[src/rtl/operand_exec_seq_if.sv]
// operand_exec_seq_if: command, register-file and status signals of the operand/execute sequencer
interface operand_exec_seq_if #(parameter int DW = 16, parameter int RW = 3);
  logic          start;
  logic [RW-1:0] rn;
  logic [RW-1:0] rm;
  logic [RW-1:0] rd;
  logic [1:0]    shift;
  logic [1:0]    aluop;
  logic          wb_en;
  logic [DW-1:0] rf_data;
  logic [RW-1:0] readnum;
  logic [RW-1:0] writenum;
  logic          write;
  logic [DW-1:0] data_in;
  logic          busy;
  logic          done;
  logic [2:0]    status;
  modport slave (
    input  start, rn, rm, rd, shift, aluop, wb_en, rf_data,
    output readnum, writenum, write, data_in, busy, done, status
  );
  modport master (
    output start, rn, rm, rd, shift, aluop, wb_en, rf_data,
    input  readnum, writenum, write, data_in, busy, done, status
  );
endinterface

[src/rtl/operand_exec_seq.sv]
// operand_exec_seq: reads Rn/Rm from the register file, shifts Rm, runs the ALU and writes C back to Rd
module operand_exec_seq #(parameter int DW = 16, parameter int RW = 3) (
  input logic clk,
  input logic reset,
  operand_exec_seq_if.slave bus
);
  typedef enum logic [2:0] {IDLE, LD_A, LD_B, EXEC, WB, DONE} state_t;
  state_t state, state_n;
  logic [RW-1:0] rn_q, rm_q, rd_q;
  logic [1:0] shift_q, aluop_q;
  logic wb_en_q;
  logic [DW-1:0] a, b, c, bs, b2, sum, res;
  logic [2:0] status_q;
  logic sub, v;
  always_ff @(posedge clk)
    if (reset) state <= IDLE;
    else state <= state_n;
  always_comb begin
    state_n = state;
    case (state)
      IDLE:    state_n = bus.start ? LD_A : IDLE;
      LD_A:    state_n = LD_B;
      LD_B:    state_n = EXEC;
      EXEC:    state_n = WB;
      WB:      state_n = DONE;
      default: state_n = IDLE;
    endcase
  end
  always_comb begin
    bs = shift_q == 2'b01 ? {b[DW-2:0], 1'b0} :
         shift_q == 2'b10 ? {1'b0, b[DW-1:1]} :
         shift_q == 2'b11 ? {b[DW-1], b[DW-1:1]} : b;
    sub = aluop_q == 2'b01;
    b2 = sub ? ~bs : bs;
    sum = a + b2 + {{(DW-1){1'b0}}, sub};
    res = aluop_q[1] ? (aluop_q[0] ? ~bs : a & bs) : sum;
    // Overflow: operands of equal sign producing a result of the other sign; sub uses the inverted operand
    v = !aluop_q[1] && (a[DW-1] == b2[DW-1]) && (sum[DW-1] != a[DW-1]);
  end
  always_ff @(posedge clk)
    if (reset) begin
      {rn_q, rm_q, rd_q, shift_q, aluop_q, wb_en_q} <= '0;
      a <= '0;
      b <= '0;
      c <= '0;
      status_q <= '0;
    end else begin
      if (state == IDLE && bus.start)
        {rn_q, rm_q, rd_q, shift_q, aluop_q, wb_en_q} <= {bus.rn, bus.rm, bus.rd, bus.shift, bus.aluop, bus.wb_en};
      if (state == LD_A) a <= bus.rf_data;
      if (state == LD_B) b <= bus.rf_data;
      if (state == EXEC) begin
        c <= res;
        status_q <= {res[DW-1], v, res == '0};
      end
    end
  always_comb begin
    bus.readnum = state == LD_A ? rn_q : state == LD_B ? rm_q : '0;
    bus.writenum = state == WB ? rd_q : '0;
    bus.write = state == WB && wb_en_q;
    bus.data_in = c;
    bus.busy = state != IDLE;
    bus.done = state == DONE;
    bus.status = status_q;
  end
endmodule

[src/flat_wrapper.sv]
// flat-port wrapper written by rule: the top's interface ports become plain ports
module operand_exec_seq_flat 
#(parameter int DW = 16, parameter int RW = 3)
  (clk, reset, bus_start, bus_rn, bus_rm, bus_rd, bus_shift, bus_aluop, bus_wb_en, bus_rf_data, bus_readnum, bus_writenum, bus_write, bus_data_in, bus_busy, bus_done, bus_status);
  operand_exec_seq_if #(.DW(DW), .RW(RW)) bus_i ();
  input logic clk;
  input logic reset;
  input wire logic [$bits(bus_i.start)-1:0] bus_start;
  input wire logic [$bits(bus_i.rn)-1:0] bus_rn;
  input wire logic [$bits(bus_i.rm)-1:0] bus_rm;
  input wire logic [$bits(bus_i.rd)-1:0] bus_rd;
  input wire logic [$bits(bus_i.shift)-1:0] bus_shift;
  input wire logic [$bits(bus_i.aluop)-1:0] bus_aluop;
  input wire logic [$bits(bus_i.wb_en)-1:0] bus_wb_en;
  input wire logic [$bits(bus_i.rf_data)-1:0] bus_rf_data;
  output wire logic [$bits(bus_i.readnum)-1:0] bus_readnum;
  output wire logic [$bits(bus_i.writenum)-1:0] bus_writenum;
  output wire logic [$bits(bus_i.write)-1:0] bus_write;
  output wire logic [$bits(bus_i.data_in)-1:0] bus_data_in;
  output wire logic [$bits(bus_i.busy)-1:0] bus_busy;
  output wire logic [$bits(bus_i.done)-1:0] bus_done;
  output wire logic [$bits(bus_i.status)-1:0] bus_status;
  assign bus_i.start = bus_start;
  assign bus_i.rn = bus_rn;
  assign bus_i.rm = bus_rm;
  assign bus_i.rd = bus_rd;
  assign bus_i.shift = bus_shift;
  assign bus_i.aluop = bus_aluop;
  assign bus_i.wb_en = bus_wb_en;
  assign bus_i.rf_data = bus_rf_data;
  assign bus_readnum = bus_i.readnum;
  assign bus_writenum = bus_i.writenum;
  assign bus_write = bus_i.write;
  assign bus_data_in = bus_i.data_in;
  assign bus_busy = bus_i.busy;
  assign bus_done = bus_i.done;
  assign bus_status = bus_i.status;
  operand_exec_seq #(.DW(DW), .RW(RW)) u_core (.clk(clk), .reset(reset), .bus(bus_i));
endmodule
[config.mk]
export PLATFORM = sky130hd
export DESIGN_NAME = operand_exec_seq_flat
export DESIGN_NICKNAME = d
export VERILOG_FILES = /design/src/rtl/operand_exec_seq_if.sv /design/src/rtl/operand_exec_seq.sv /design/src/flat_wrapper.sv
export SDC_FILE = /design/constraint.sdc
export NUM_CORES = 1
export LEC_CHECK = 0
export CAP_MARGIN = 30
export CORE_ASPECT_RATIO = 0.6
export CORE_UTILIZATION = 30
export DETAILED_ROUTE_END_ITERATION = 6
export PLACE_DENSITY = 0.52
export SLEW_MARGIN = 20
export SYNTH_ARGS = -nofsm -noshare
export SYNTH_HDL_FRONTEND = slang
export SYNTH_SLANG_ARGS = --single-unit
[constraint.sdc]
create_clock -name clk -period 4.3 [get_ports clk]
set_input_delay 1.29 -clock clk [delete_from_list [all_inputs] [get_ports clk]]
set_output_delay 1.29 -clock clk [all_outputs]
set_load 0.005 [all_outputs]
==> flow_summary.ini, run 1 <==
[worst_setup_path]
path_max_fanout = 11
timing.rr.end = u_core.bus.status[0]
end_kind = flop
r2r_cells = 13
arrival_ns = 4.17
path_class = flop to flop
start_kind = flop
r2r-start = u_core.shift_q[0]
crit_required_ns = 4.57
rrSetupSlack_ns = 0.40

[floorplan]
start_util_pct = 30.99
fp.dieW_um = 155.8
die_h_um = 94.31
floorplan.die_area_um2 = 14700
rows = 33
core_area_um2 = 13750
ios = 61

[clocking]
clk_latency_ns = 0.34
post_cts_buffers = 0
cts.reportedPaths.clkPinSlew_ns = 0.06
h-tree-depth = 3
ctsResizeCount = 0
hold_buffers = 0
clock_path_buffers = 2
cts_sinks = 67
cts_root_buf = clkbuf_16
cts_tree = yes
numCtsBuffers = 9

[pwr]
total_power_mw = 1.877
netSwitchingPower_uw = 614.7
seqPwrFrac_pct = 37.8
ir_worst_vdd_mv = 0.1694
cellLeakagePower_nw = 1.964
p_clk_share_pct = 36.5
p_int_mw = 1.262
power_frac_comb_pct = 25.7
powerDensity_nw_per_um2 = 355.5
swShare_pct = 32.76

[drt]
dr.pass1.iters = 5
drcViolationCount = 0
wl_per_cell_um = 14.90
drt.antenna.violating_nets = 0
drt-initial-drc-count = 253
via_count = 4014
vias_per_cell = 5.011
drt_wl_total_um = 11930

[place]
hpwl_um = 9138
port_buffers = 60
place_congestion = 0.8055
numPlacedInstances = 785

[synthesis]
syn_avg_cell_area_um2 = 7.594
synth_seq_area_share_pct = 31.48
syn_nets = 611
syn_area_um2 = 4260
yosys_warnings = 0
synth_flop_cell = dfxtp_1
ys_types = 62
async_reset_ff_share_pct = 0
synth_edf_count = 0
synthCells = 561
synth-seq-cells = 67

[worst_hold_path]
hold_depth = 2
hold_path.class = flop to flop
hold_end = u_core.rd_q[1]
min-delay-start = u_core.rd_q[1]

[job]
cap_violations = 0

[final_layout]
final_common_cell = nand2_1
stdcell_count = 801
fin_util_pct = 38.39
drive_gt1_share_pct = 8.046
final_cell_mix = nand2_1, a21oi_1, dfxtp_1, clkdlybuf4s50_1, nor2_1
nets = 654
antenna_cells = 0
area_growth_pct = 23.91

[timing]
slew_headroom_pct = 51.59
whs_ns = 0.4532
tns_ns = 0
slew_violations = 0
final.setup_skew_ns = 0.006570
rsz0062_at_grt = false
finalSetupViolations = 0
period_minus_slack_ns = 3.898
worst_slew_pin_slew_ns = 0.7257
hold_violations = 0
min_period_over_period_pct = 90.66
max_freq_mhz = 256.5

[status]
outcome = completed

[global_routing]
grt_max_degree = 64
grt_pass1_vias = 3854
grtUsageTotal_pct = 17.56
grt_pass1_wl_um = 19970
grt-ovfl-total = 0
antenna_found_initial = 0
## registers in the layout, summed over array words and instances (netlist names), 3 cells and up
name / flops
u_core.rn_q: 3
u_core.b: 16
u_core.state: 3
u_core.rd_q: 3
u_core.bus.data_in: 15
u_core.rm_q: 3
u_core.bus.status: 3
u_core.a: 16
## cell families (layout without fill, tap and decap cells)
kind of cell / Yosys count / in the layout / share of synthesized area (%)
AO/OA/AOI/OAI: 152 / 152 / 22.14
adder cells (fa/ha/maj): 17 / 17 / 5.169
flip-flops: 67 / 67 / 31.48
buffers and inverters: 46 / 94 / 4.669
multiplexers: 27 / 27 / 6.461
AND/OR/NAND/NOR: 227 / 227 / 24.93
XOR/XNOR: 25 / 25 / 5.140
## how the worst max path moves through the flow
stage                                  from                    to  slack (ns)  cells after the start
after global routing      u_core.shift_q[1]  u_core.bus.status[0]        0.06                     13
after floorplan           u_core.shift_q[1]  u_core.bus.status[1]        0.75                     14
final                     u_core.shift_q[0]  u_core.bus.status[0]        0.40                     13
after global placement    u_core.shift_q[0]  u_core.bus.status[0]        0.49                     13
after CTS                 u_core.shift_q[0]  u_core.bus.status[0]        0.26                     13
after detailed placement  u_core.shift_q[0]  u_core.bus.status[0]        0.30                     13
## through the flow
stage	setup slack (ns)	instance area, um^2
2_1_floorplan	0.7451	4260
3_3_place_gp	0.4892	5002
3_5_place_dp	0.2953	5002
4_1_cts	0.2643	5278
5_1_grt	0.06132	5279
6_report	0.4017	5279
## worst max-delay path, cell delays in order (launching register included)
cell	delay, ns
dfxtp_2	0.51
mux2_2	0.37
mux2i_1	0.25
xnor2_1	0.11
ha_1	0.43
nand3_1	0.20
o211ai_1	0.43
a31oi_1	0.24
xnor2_1	0.17
a211oi_1	0.33
nand4_1	0.18
nor4bb_1	0.32
nand4_1	0.12
o21ai_1	0.13
## cells in the mapped netlist, drive strengths merged (8+ instances only)
master | instances | area share, %
nor3 | 8 | 0.94
inv | 8 | 0.70
dfxtp | 67 | 31
a21oi | 76 | 8.9
buf | 10 | 1.5
and2 | 12 | 1.8
ha | 16 | 4.7
nand2 | 126 | 11
o21ai | 23 | 2.8
a31oi | 9 | 1.3
nor2 | 34 | 3.1
xnor2 | 19 | 3.9
a211oi | 10 | 2.1
clkbuf | 28 | 2.5
mux2i | 23 | 5.4
## layout make-up
class / instances / area, um^2
Clock inverter: 7 / 50.05
Sequential cell: 67 / 1343
Tap cell: 192 / 240.2
Fill cell: 1417 / 8471
Multi-Input combinational cell: 448 / 2720
Clock buffer: 9 / 225.2
Timing Repair Buffer: 70 / 670.6
Inverter: 8 / 30.03
## per-layer routing
metal  GRT usage [%]  up-vias  routed length, um
met5               0        -                  0
met4           2.941        0                 59
li1                -     2039                  -
met1           24.57     1878               6335
met3           4.751        8                633
met2           27.12       89               4903
## power by group through the flow
stage	clock network (mW)	logic, mW	registers (mW)
2_1_floorplan	0	0.352	0.700
3_3_place_gp	0	0.480	0.720
3_5_place_dp	0	0.483	0.722
4_1_cts	0.703	0.485	0.708
5_1_grt	0.740	0.545	0.716
6_report	0.686	0.482	0.709
Power figures use the tool's default switching activity.
==> inputs of run 2 (changes only) <==
==> constraint.sdc (replaced) <==
create_clock -name clk -period 4.7 [get_ports clk]
set_input_delay 1.41 -clock clk [delete_from_list [all_inputs] [get_ports clk]]
set_output_delay 1.41 -clock clk [all_outputs]
set_load 0.005 [all_outputs]
==> flow_summary.ini, run 2 (synthesized netlist as in run 1, its figures left out) <==
[status]
outcome = completed

[pwr]
powerDensity_nw_per_um2 = 336.3
total_power_mw = 1.775
swShare_pct = 32.11
p_clk_share_pct = 38.4
p_int_mw = 1.205
netSwitchingPower_uw = 570.0
ir_worst_vdd_mv = 0.1676
seqPwrFrac_pct = 36.6
power_frac_comb_pct = 25.0
cellLeakagePower_nw = 1.954

[final_layout]
fin_util_pct = 38.39
antenna_cells = 0
final_common_cell = nand2_1
stdcell_area_um2 = 5279
stdcell_count = 798
final_cell_mix = nand2_1, a21oi_1, dfxtp_1, clkdlybuf4s50_1, nor2_1
nets = 651
drive_gt1_share_pct = 7.426
area_growth_pct = 23.91

[timing]
final.setup_skew_ns = 0.007594
slew_violations = 0
worst_slew_pin_slew_ns = 0.8000
max_freq_mhz = 243.2
period_minus_slack_ns = 4.112
slew_headroom_pct = 46.66
rsz0062_at_grt = false
tns_ns = 0
finalSetupViolations = 0
min_period_over_period_pct = 87.48
hold_violations = 0

[worst_setup_path]
path_class = flop to flop
path_max_fanout = 14
cp_num_buf_inv = 0
r2r-start = u_core.shift_q[0]
slowest_delay_ns = 0.76
start_kind = flop
end_kind = flop
cp_cell_sequence = mux2_2, mux2i_1, xnor2_1, ha_1, a211oi_1, o21ai_1, o311ai_1, nor3b_1, a211oi_4, or2_2, a211oi_1, o21ai_1, o21a_1
arrival_ns = 4.35
crit_slowest_cell = dfxtp_1
timing.rr.end = u_core.bus.status[2]
cp_top_family = compound AO/OA/AOI/OAI gates
startpoint = u_core.shift_q[0]
r2r_cells = 13
crit_required_ns = 4.94
rrSetupSlack_ns = 0.59

[clocking]
ctsResizeCount = 0
post_cts_buffers = 0
cts.reportedPaths.clkPinSlew_ns = 0.06
hold_buffers = 0
clock_path_buffers = 2
h-tree-depth = 3
numCtsBuffers = 9
cts_root_buf = clkbuf_16
clk_latency_ns = 0.34
cts_sinks = 67
cts_tree = yes

[drt]
via_count = 4028
drt.antenna.violating_nets = 0
dr.pass1.iters = 4
drcViolationCount = 0
drt_wl_total_um = 12310
vias_per_cell = 5.048
wl_per_cell_um = 15.43
drt-initial-drc-count = 226

[global_routing]
top_usage_layer = met2
use_met2_pct = 28.50
grt_max_degree = 64
grt_pass1_vias = 3967
grt_pass1_wl_um = 20710
grtUsageTotal_pct = 18.26
antenna_found_initial = 0
gr-usage-met1_pct = 25.27
met3_usage_pct = 4.059
grt-ovfl-total = 0

[floorplan]
core_area_um2 = 13750
die_h_um = 94.31
start_util_pct = 30.99
floorplan.die_area_um2 = 14700
rows = 33
ios = 61
fp.dieW_um = 155.8

[place]
place_congestion = 0.8097
numPlacedInstances = 782
port_buffers = 60
place_area_um2 = 4980
hpwl_um = 9411

[worst_hold_path]
hold_end = u_core.rd_q[2]
min-delay-start = u_core.rd_q[2]
hold_depth = 2
hold_path.class = flop to flop

[job]
cap_violations = 0
## run 2: worst min-delay path: cells and delay by family (launching register included)
family / cells / cell delay (ns)
and+or+nand+nor: 1 / 0.05
AOI/OAI and AO/OA: 1 / 0.05
DFF: 1 / 0.30
## run 2: worst max-delay path by stage
stage                           endpoint  slack (ns)  cells after the start
finish              u_core.bus.status[2]        0.59                     13
global route        u_core.bus.status[0]        0.18                     14
CTS                 u_core.bus.status[2]        0.62                     13
detailed placement  u_core.bus.status[2]        0.63                     13
global placement    u_core.bus.status[2]        0.74                     13
floorplan           u_core.bus.status[1]        1.15                     14
## run 2: per-layer routing
| metal | vias up | wire [um] | share of wire, % |
|---|---|---|---|
| li1 | 2030 | - | - |
| met1 | 1893 | 6265 | 51 |
| met2 | 96 | 5246 | 43 |
| met3 | 9 | 690 | 5.6 |
| met4 | 0 | 109 | 0.89 |
| met5 | - | 0 | 0 |
## run 2: final cells by class
type                    count  area (um^2)
repair buffers             67        648.1
clock buffers               9        225.2
well taps                 192        240.2
fillers                  1442         8471
inverters                   8        30.03
clock inverters             7        73.82
multi-input cells         448         2720
flip-flops and latches     67         1341
## run 2: stage by stage
step | hold WS, ns | setup WS [ns]
after floorplan | 0.4317 | 1.145
after global placement | 0.4385 | 0.7396
after detailed placement | 0.4439 | 0.6319
after CTS | 0.4528 | 0.6150
after global routing | 0.4726 | 0.1773
final | 0.4518 | 0.5883
## run 2: power groups by stage
stage | combinational [mW] | clock, mW | sequential (mW)
2_1_floorplan | 0.322 | 0 | 0.641
3_3_place_gp | 0.435 | 0 | 0.660
3_5_place_dp | 0.442 | 0 | 0.663
4_1_cts | 0.445 | 0.698 | 0.650
5_1_grt | 0.499 | 0.731 | 0.657
6_report | 0.443 | 0.682 | 0.650
==> inputs of run 3 (changes only) <==
--- a/config.mk
+++ b/config.mk
@@ -10,6 +10,7 @@
 export CORE_UTILIZATION = 30
 export DETAILED_ROUTE_END_ITERATION = 6
 export PLACE_DENSITY = 0.52
+export REMOVE_ABC_BUFFERS = 1
 export SLEW_MARGIN = 20
 export SYNTH_ARGS = -nofsm -noshare
 export SYNTH_HDL_FRONTEND = slang
==> constraint.sdc (replaced) <==
create_clock -name clk -period 4.7 [get_ports clk]
set_input_delay 1.41 -clock clk [delete_from_list [all_inputs] [get_ports clk]]
set_output_delay 1.41 -clock clk [all_outputs]
set_load 0.1 [all_outputs]
==> flow_summary.ini, run 3 (synthesized netlist as in run 1, its figures left out) <==
[clocking]
post_cts_buffers = 0
numCtsBuffers = 9
clk_latency_ns = 0.34
cts_root_buf = clkbuf_16
h-tree-depth = 3
clock_path_buffers = 2
cts_tree = yes
ctsResizeCount = 0
cts.reportedPaths.clkPinSlew_ns = 0.06
hold_buffers = 0
cts_sinks = 67

[worst_setup_path]
crit_required_ns = 4.97
start_kind = flop
path_class = flop to flop
arrival_ns = 4.36
end_kind = flop
path_max_fanout = 12

[status]
outcome = completed

[drt]
dr.pass1.iters = 4
drt-initial-drc-count = 215
drt_wl_total_um = 11480
via_count = 3911
drt.antenna.violating_nets = 0
vias_per_cell = 4.895
drcViolationCount = 0
wl_per_cell_um = 14.36

[timing]
period_minus_slack_ns = 4.086
whs_ns = 0.4512
hold_violations = 0
slew_violations = 0
rsz0062_at_grt = false
final.setup_skew_ns = 0.004678
worst_slew_pin_slew_ns = 0.9769
finalSetupViolations = 0
max_freq_mhz = 244.7
tns_ns = 0
min_period_over_period_pct = 86.93
slew_headroom_pct = 34.67

[final_layout]
stdcell_area_um2 = 5270
nets = 651
final_cell_mix = nand2_1, a21oi_1, dfxtp_1, clkdlybuf4s50_1, nor2_1
final_common_cell = nand2_1
fillCellCount = 1411
area_growth_pct = 23.70
fin_util_pct = 38.33
drive_gt1_share_pct = 8.416

[global_routing]
grt_pass1_wl_um = 19100
grt_pass1_vias = 3779
use_met2_pct = 26.26
met3_usage_pct = 3.736
grt_max_degree = 64
grtUsageTotal_pct = 16.78
grt-ovfl-total = 0
gr-usage-met1_pct = 23.17
top_usage_layer = met2
antenna_found_initial = 0

[pwr]
ir_worst_vdd_mv = 0.1313
powerDensity_nw_per_um2 = 348.8
cellLeakagePower_nw = 1.965

[floorplan]
floorplan.die_area_um2 = 14700
ios = 61
fp.dieW_um = 155.8
rows = 33
die_h_um = 94.31
start_util_pct = 30.99
core_area_um2 = 13750

[place]
place_congestion = 0.8603
place_area_um2 = 4962
port_buffers = 60
hpwl_um = 8613

[worst_hold_path]
hold_path.class = flop to flop

[job]
cap_violations = 0
## run 3: final cells by class
type	count	area, um^2	share of cell area (%)
Antenna cell	1	2.502	0.04748
Clock inverter	5	62.56	1.187
Timing Repair Buffer	67	630.6	11.97
Tap cell	192	240.2	4.558
Sequential cell	67	1341	25.45
Clock buffer	11	242.7	4.606
Multi-Input combinational cell	448	2720	51.61
Inverter	8	30.03	0.5698
## run 3: stage by stage
stage | setup slack, ns | cells | power [mW]
after floorplan | 1.004 | 523 | 1.007
after global placement | 0.8699 | 782 | 1.149
after detailed placement | 0.7220 | 782 | 1.159
after CTS | 0.7023 | 798 | 1.858
after global routing | 0.1680 | 798 | 1.944
final | 0.6141 | 799 | 1.838
## run 3: power breakdown
| part | switching [mW] | internal [mW] |
|---|---|---|
| registers | 0.0404 | 0.607 |
| clock network | 0.263 | 0.427 |
| logic | 0.316 | 0.185 |
## run 3: layer usage
layer,vias up,routed length [um]
met5,-,0
met4,0,72
met3,9,453
met2,71,4927
met1,1797,6022
li1,2034,-
## run 3: worst paths after layout
check | slack, ns | cells after the start | from | endpoint
max | 0.61 | 13 | u_core.shift_q[0] | u_core.bus.status[0]
min | 0.45 | 2 | u_core.bus.data_in[9] | u_core.bus.data_in[9]
max reg2reg | 0.61 | 13 | u_core.shift_q[0] | u_core.bus.status[0]
min reg2reg | 0.45 | 2 | u_core.bus.data_in[9] | u_core.bus.data_in[9]
## run 3: worst max-delay path: stages (launching register included)
cell      delay [ns]
dfxtp_1         0.70
mux2_2          0.41
mux2i_1         0.28
xnor2_1         0.11
ha_1            0.42
nand3_1         0.18
o211ai_1        0.38
a31oi_1         0.21
xnor2_1         0.16
a211oi_1        0.40
nand4_1         0.21
nor4bb_1        0.32
nand4_1         0.12
o21ai_1         0.12
==> edit 1 (config.mk and constraints of run 3) <==
`RW` is set to 3 in 3 places; all go to 5.
--- a/src/rtl/operand_exec_seq_if.sv
+++ b/src/rtl/operand_exec_seq_if.sv
@@ -1,4 +1,4 @@
 // operand_exec_seq_if: command, register-file and status signals of the operand/execute sequencer
-interface operand_exec_seq_if #(parameter int DW = 16, parameter int RW = 3);
+interface operand_exec_seq_if #(parameter int DW = 16, parameter int RW = 5);
   logic          start;
   logic [RW-1:0] rn;
--- a/src/rtl/operand_exec_seq.sv
+++ b/src/rtl/operand_exec_seq.sv
@@ -1,4 +1,4 @@
 // operand_exec_seq: reads Rn/Rm from the register file, shifts Rm, runs the ALU and writes C back to Rd
-module operand_exec_seq #(parameter int DW = 16, parameter int RW = 3) (
+module operand_exec_seq #(parameter int DW = 16, parameter int RW = 5) (
   input logic clk,
   input logic reset,
--- a/src/flat_wrapper.sv
+++ b/src/flat_wrapper.sv
@@ -1,5 +1,5 @@
 // flat-port wrapper written by rule: the top's interface ports become plain ports
 module operand_exec_seq_flat 
-#(parameter int DW = 16, parameter int RW = 3)
+#(parameter int DW = 16, parameter int RW = 5)
   (clk, reset, bus_start, bus_rn, bus_rm, bus_rd, bus_shift, bus_aluop, bus_wb_en, bus_rf_data, bus_readnum, bus_writenum, bus_write, bus_data_in, bus_busy, bus_done, bus_status);
   operand_exec_seq_if #(.DW(DW), .RW(RW)) bus_i ();
Ports: changed (5 resized); port bits go from 61 to 71. The function was not compared with the original's and may differ.
==> edit 1 against run 3 <==
- setup slack got worse by 32 ps
- total power increased by 7.0%
- synthesized area increased by 5.7%
- critical path type unchanged
- worst hold slack about the same
- final area increased by 7.3%
- critical path depth decreased by 1
- critical endpoint unchanged
- sequential share of layout area increased by 0.40 points
- utilization increased by 0.42 points
- global-route usage increased by 0.52 points
- maximum frequency decreased by 0.77%
- routed wire length increased by 12%
- largest cell class unchanged
- sequential cell count increased by 6
==> edit 1: results (changes against run 3) <==
stage,metric,value,unit,change
worst_hold_path,min_to,u_core.rd_q[2],,
synth,yosys-top-cells-area,"dfxtp_1 (32%), nand2_1 (12%), a21oi_1 (9.1%)",,
global_route,grt_pass1_vias,4157,,+10%
global_route,grt_use_met3,0.0369,,-0.000483
place,dp.cells,834,,+6.6%
status,status,"finished, final reports clean",,
global_route,met1_usage,0.261,,+0.0290
final_layout,layout.nets,704,,+8.1%
critical_path,ff2ff_path_depth,12,,-1
global_route,grt_max_degree,55,,-14%
drt,wl_met1,7.12,mm,+18%
final_layout,register_area,1460,um2,+9.0%
synth,synth_compound_gate_area_share,0.223,,+0.00140
place,gp_congestion,0.833,,-3.2%
final_layout,drive_above_1_share,0.0934,,+0.00926
drt,wl_met2,5.07,mm,+2.8%
timing,clock_skew,6.27,ps,+1.59 ps
global_route,grt_pass1_wl,21.6,mm,+13%
synth,syn_inst,595,,+6.1%
synth,synthMuxAreaShare,0.0617,,-0.00293
final_layout,antenna_cells,0,,-1
timing,slew_headroom,0.349,,+0.00205
worst_hold_path,min_from,u_core.rd_q[2],,
global_route,grtUsageTotal,0.173,,+0.00523
critical_path,r2r_slack,580,ps,-30 ps
edit 1: cell types whose count changed after synthesis, moves of 4 or more:
cell,before,now
nand2_1,126,138
nor2_1,33,43
a31oi_1,9,2
clkbuf_1,28,32
nor3_1,8,12
a21oi_1,76,82
dfxtp_1,67,73
o21ai_0,18,11
or3_1,5,1
or2_2,4,0
edit 1: power groups by stage:
| stage | registers [W] | logic (W) | clock network (W) |
|---|---|---|---|
| 2_1_floorplan | 0.000763 | 0.000330 | 0 |
| 3_3_place_gp | 0.000717 | 0.000544 | 0 |
| 3_5_place_dp | 0.000719 | 0.000546 | 0 |
| 4_1_cts | 0.000705 | 0.000550 | 0.000727 |
| 5_1_grt | 0.000713 | 0.000610 | 0.000752 |
| 6_report | 0.000705 | 0.000550 | 0.000711 |
edit 1: layout make-up:
type / instances / area share
multi-input cells: 477 / 0.506
flip-flops and latches: 73 / 0.258
repair buffers: 83 / 0.135
well taps: 198 / 0.0438
clock buffers: 9 / 0.0398
clock inverters: 7 / 0.0137
inverters: 4 / 0.00266
==> edit 2 (flow settings as in run 3) <==
Made on the original files. Encoding of `state_t`: now one-hot (6 bits for 6 states).
--- a/src/rtl/operand_exec_seq.sv
+++ b/src/rtl/operand_exec_seq.sv
@@ -5,5 +5,5 @@
   operand_exec_seq_if.slave bus
 );
-  typedef enum logic [2:0] {IDLE, LD_A, LD_B, EXEC, WB, DONE} state_t;
+  typedef enum logic [5:0] {IDLE = 6'b000001, LD_A = 6'b000010, LD_B = 6'b000100, EXEC = 6'b001000, WB = 6'b010000, DONE = 6'b100000} state_t;
   state_t state, state_n;
   logic [RW-1:0] rn_q, rm_q, rd_q;
Function: no difference found for any inputs over 4 cycles, from zero or initial values and one cycle with reset high; so few cycles prove little.
==> edit 2 against run 3 <==
- synthesized area increased by 2.0%
- setup slack improved by 190 ps
- routed wire length increased by 7.6%
- worst hold slack improved by 6.1 ps
- sequential cell count increased by 3
- die area increased by 2.0%
- clock skew increased by 7.5 ps
- final area increased by 2.2%
Power is not compared: it rests on default switching activity, and its combinational part moved more than twofold at a synthesized area within 25%.
==> edit 2: results (changes against run 3) <==
stage,metric,value,unit,change
synth,synthMuxAreaShare,0.0867,,+0.0221
global_route,gr-usage-met2,0.260,,-0.00306
drt,vias,4147,,+6.0%
place,dp_slack,884,ps,+162 ps
final_layout,n_fill_cell,1461,,+3.5%
place,hpwl,9.15,mm,+6.3%
global_route,met1_usage,0.247,,+0.0155
synth,yosys-top-cells-area,"dfxtp_1 (32%), nand2_1 (8.7%), a21oi_1 (7.7%)",,
critical_path,crit_family,simple AND/OR/NAND/NOR gates,,
synth,postSynthAreaPerCell,7.75,um2,+2.0%
critical_path,cp.arrival,4170,ps,-190 ps
place,gp_congestion,0.938,,+9.0%
synth,yosysSeqAreaShare,0.322,,+0.00766
timing,clock_skew,12.2,ps,+7.51 ps
global_route,grt_use_met3,0.0432,,+0.00582
global_route,grtUsageTotal,0.174,,+0.00608
drt,wl_per_cell,15.4,um,+6.9%
final_layout,layout.nets,657,,+0.92%
synth,synth_compound_gate_area_share,0.192,,-0.0297
critical_path,crit_slowest_cell,nor2b_1,,
status,status,"finished, final reports clean",,
drt,wl_met3,580,um,+28%
global_route,grt_max_degree,71,,+11%
final_layout,antenna_cells,0,,-1
drt,wl_met1,6.59,mm,+9.4%
global_route,grt_pass1_wl,20.1,mm,+5.4%
final_layout,multiInputGateArea,2770,um2,+1.9%
drt,wl_met2,4.99,mm,+1.2%
final_layout,drive_above_1_share,0.0964,,+0.0122
global_route,grt_pass1_vias,3907,,+3.4%
place,dp.cells,788,,+0.77%
drt,dr.first_iter.drc_count,260,,+21%
drt,dr.pass1.iters,5,,+1
timing,worst-slew-pin-transition,965,ps,-11.5 ps
synth,synth_fa_ha_area_frac,0.0507,,-0.00101
clocking,cts_max_path_buffers,2,,unchanged
synth,synth-xor-area-share,0.0504,,-0.00101
## edit 2: changes by cell type in the layout (fill, tap and decap cells not counted), moves of 4 or more
cell and change:
a21oi_1 -9, and2_1 -7, buf_4 +6, mux2i_1 +9, nand2_1 -25, nand3b_1 +4, nor2_1 +28, o21ai_0 -5
o21ai_1 -4, or3_1 -4, or3b_2 +5
## edit 2: cell type report
cell class | instances | area share
tap | 192 | 0.0446
clock inverter | 6 | 0.00860
sequential | 70 | 0.260
clock buffer | 10 | 0.0444
multi-input combinational | 449 | 0.515
inverter | 5 | 0.00349
timing repair buffer | 72 | 0.124
## edit 2: path summary, 6_finish.rpt
kind                          startpoint  depth (start not counted)  slack (ps)                endpoint
hold reg to reg   u_core.bus.data_in[10]                          2         460  u_core.bus.data_in[10]
setup reg to reg       u_core.aluop_q[0]                         13         810    u_core.bus.status[0]
setup / recovery       u_core.aluop_q[0]                         13         810    u_core.bus.status[0]
hold / removal    u_core.bus.data_in[10]                          2         460  u_core.bus.data_in[10]
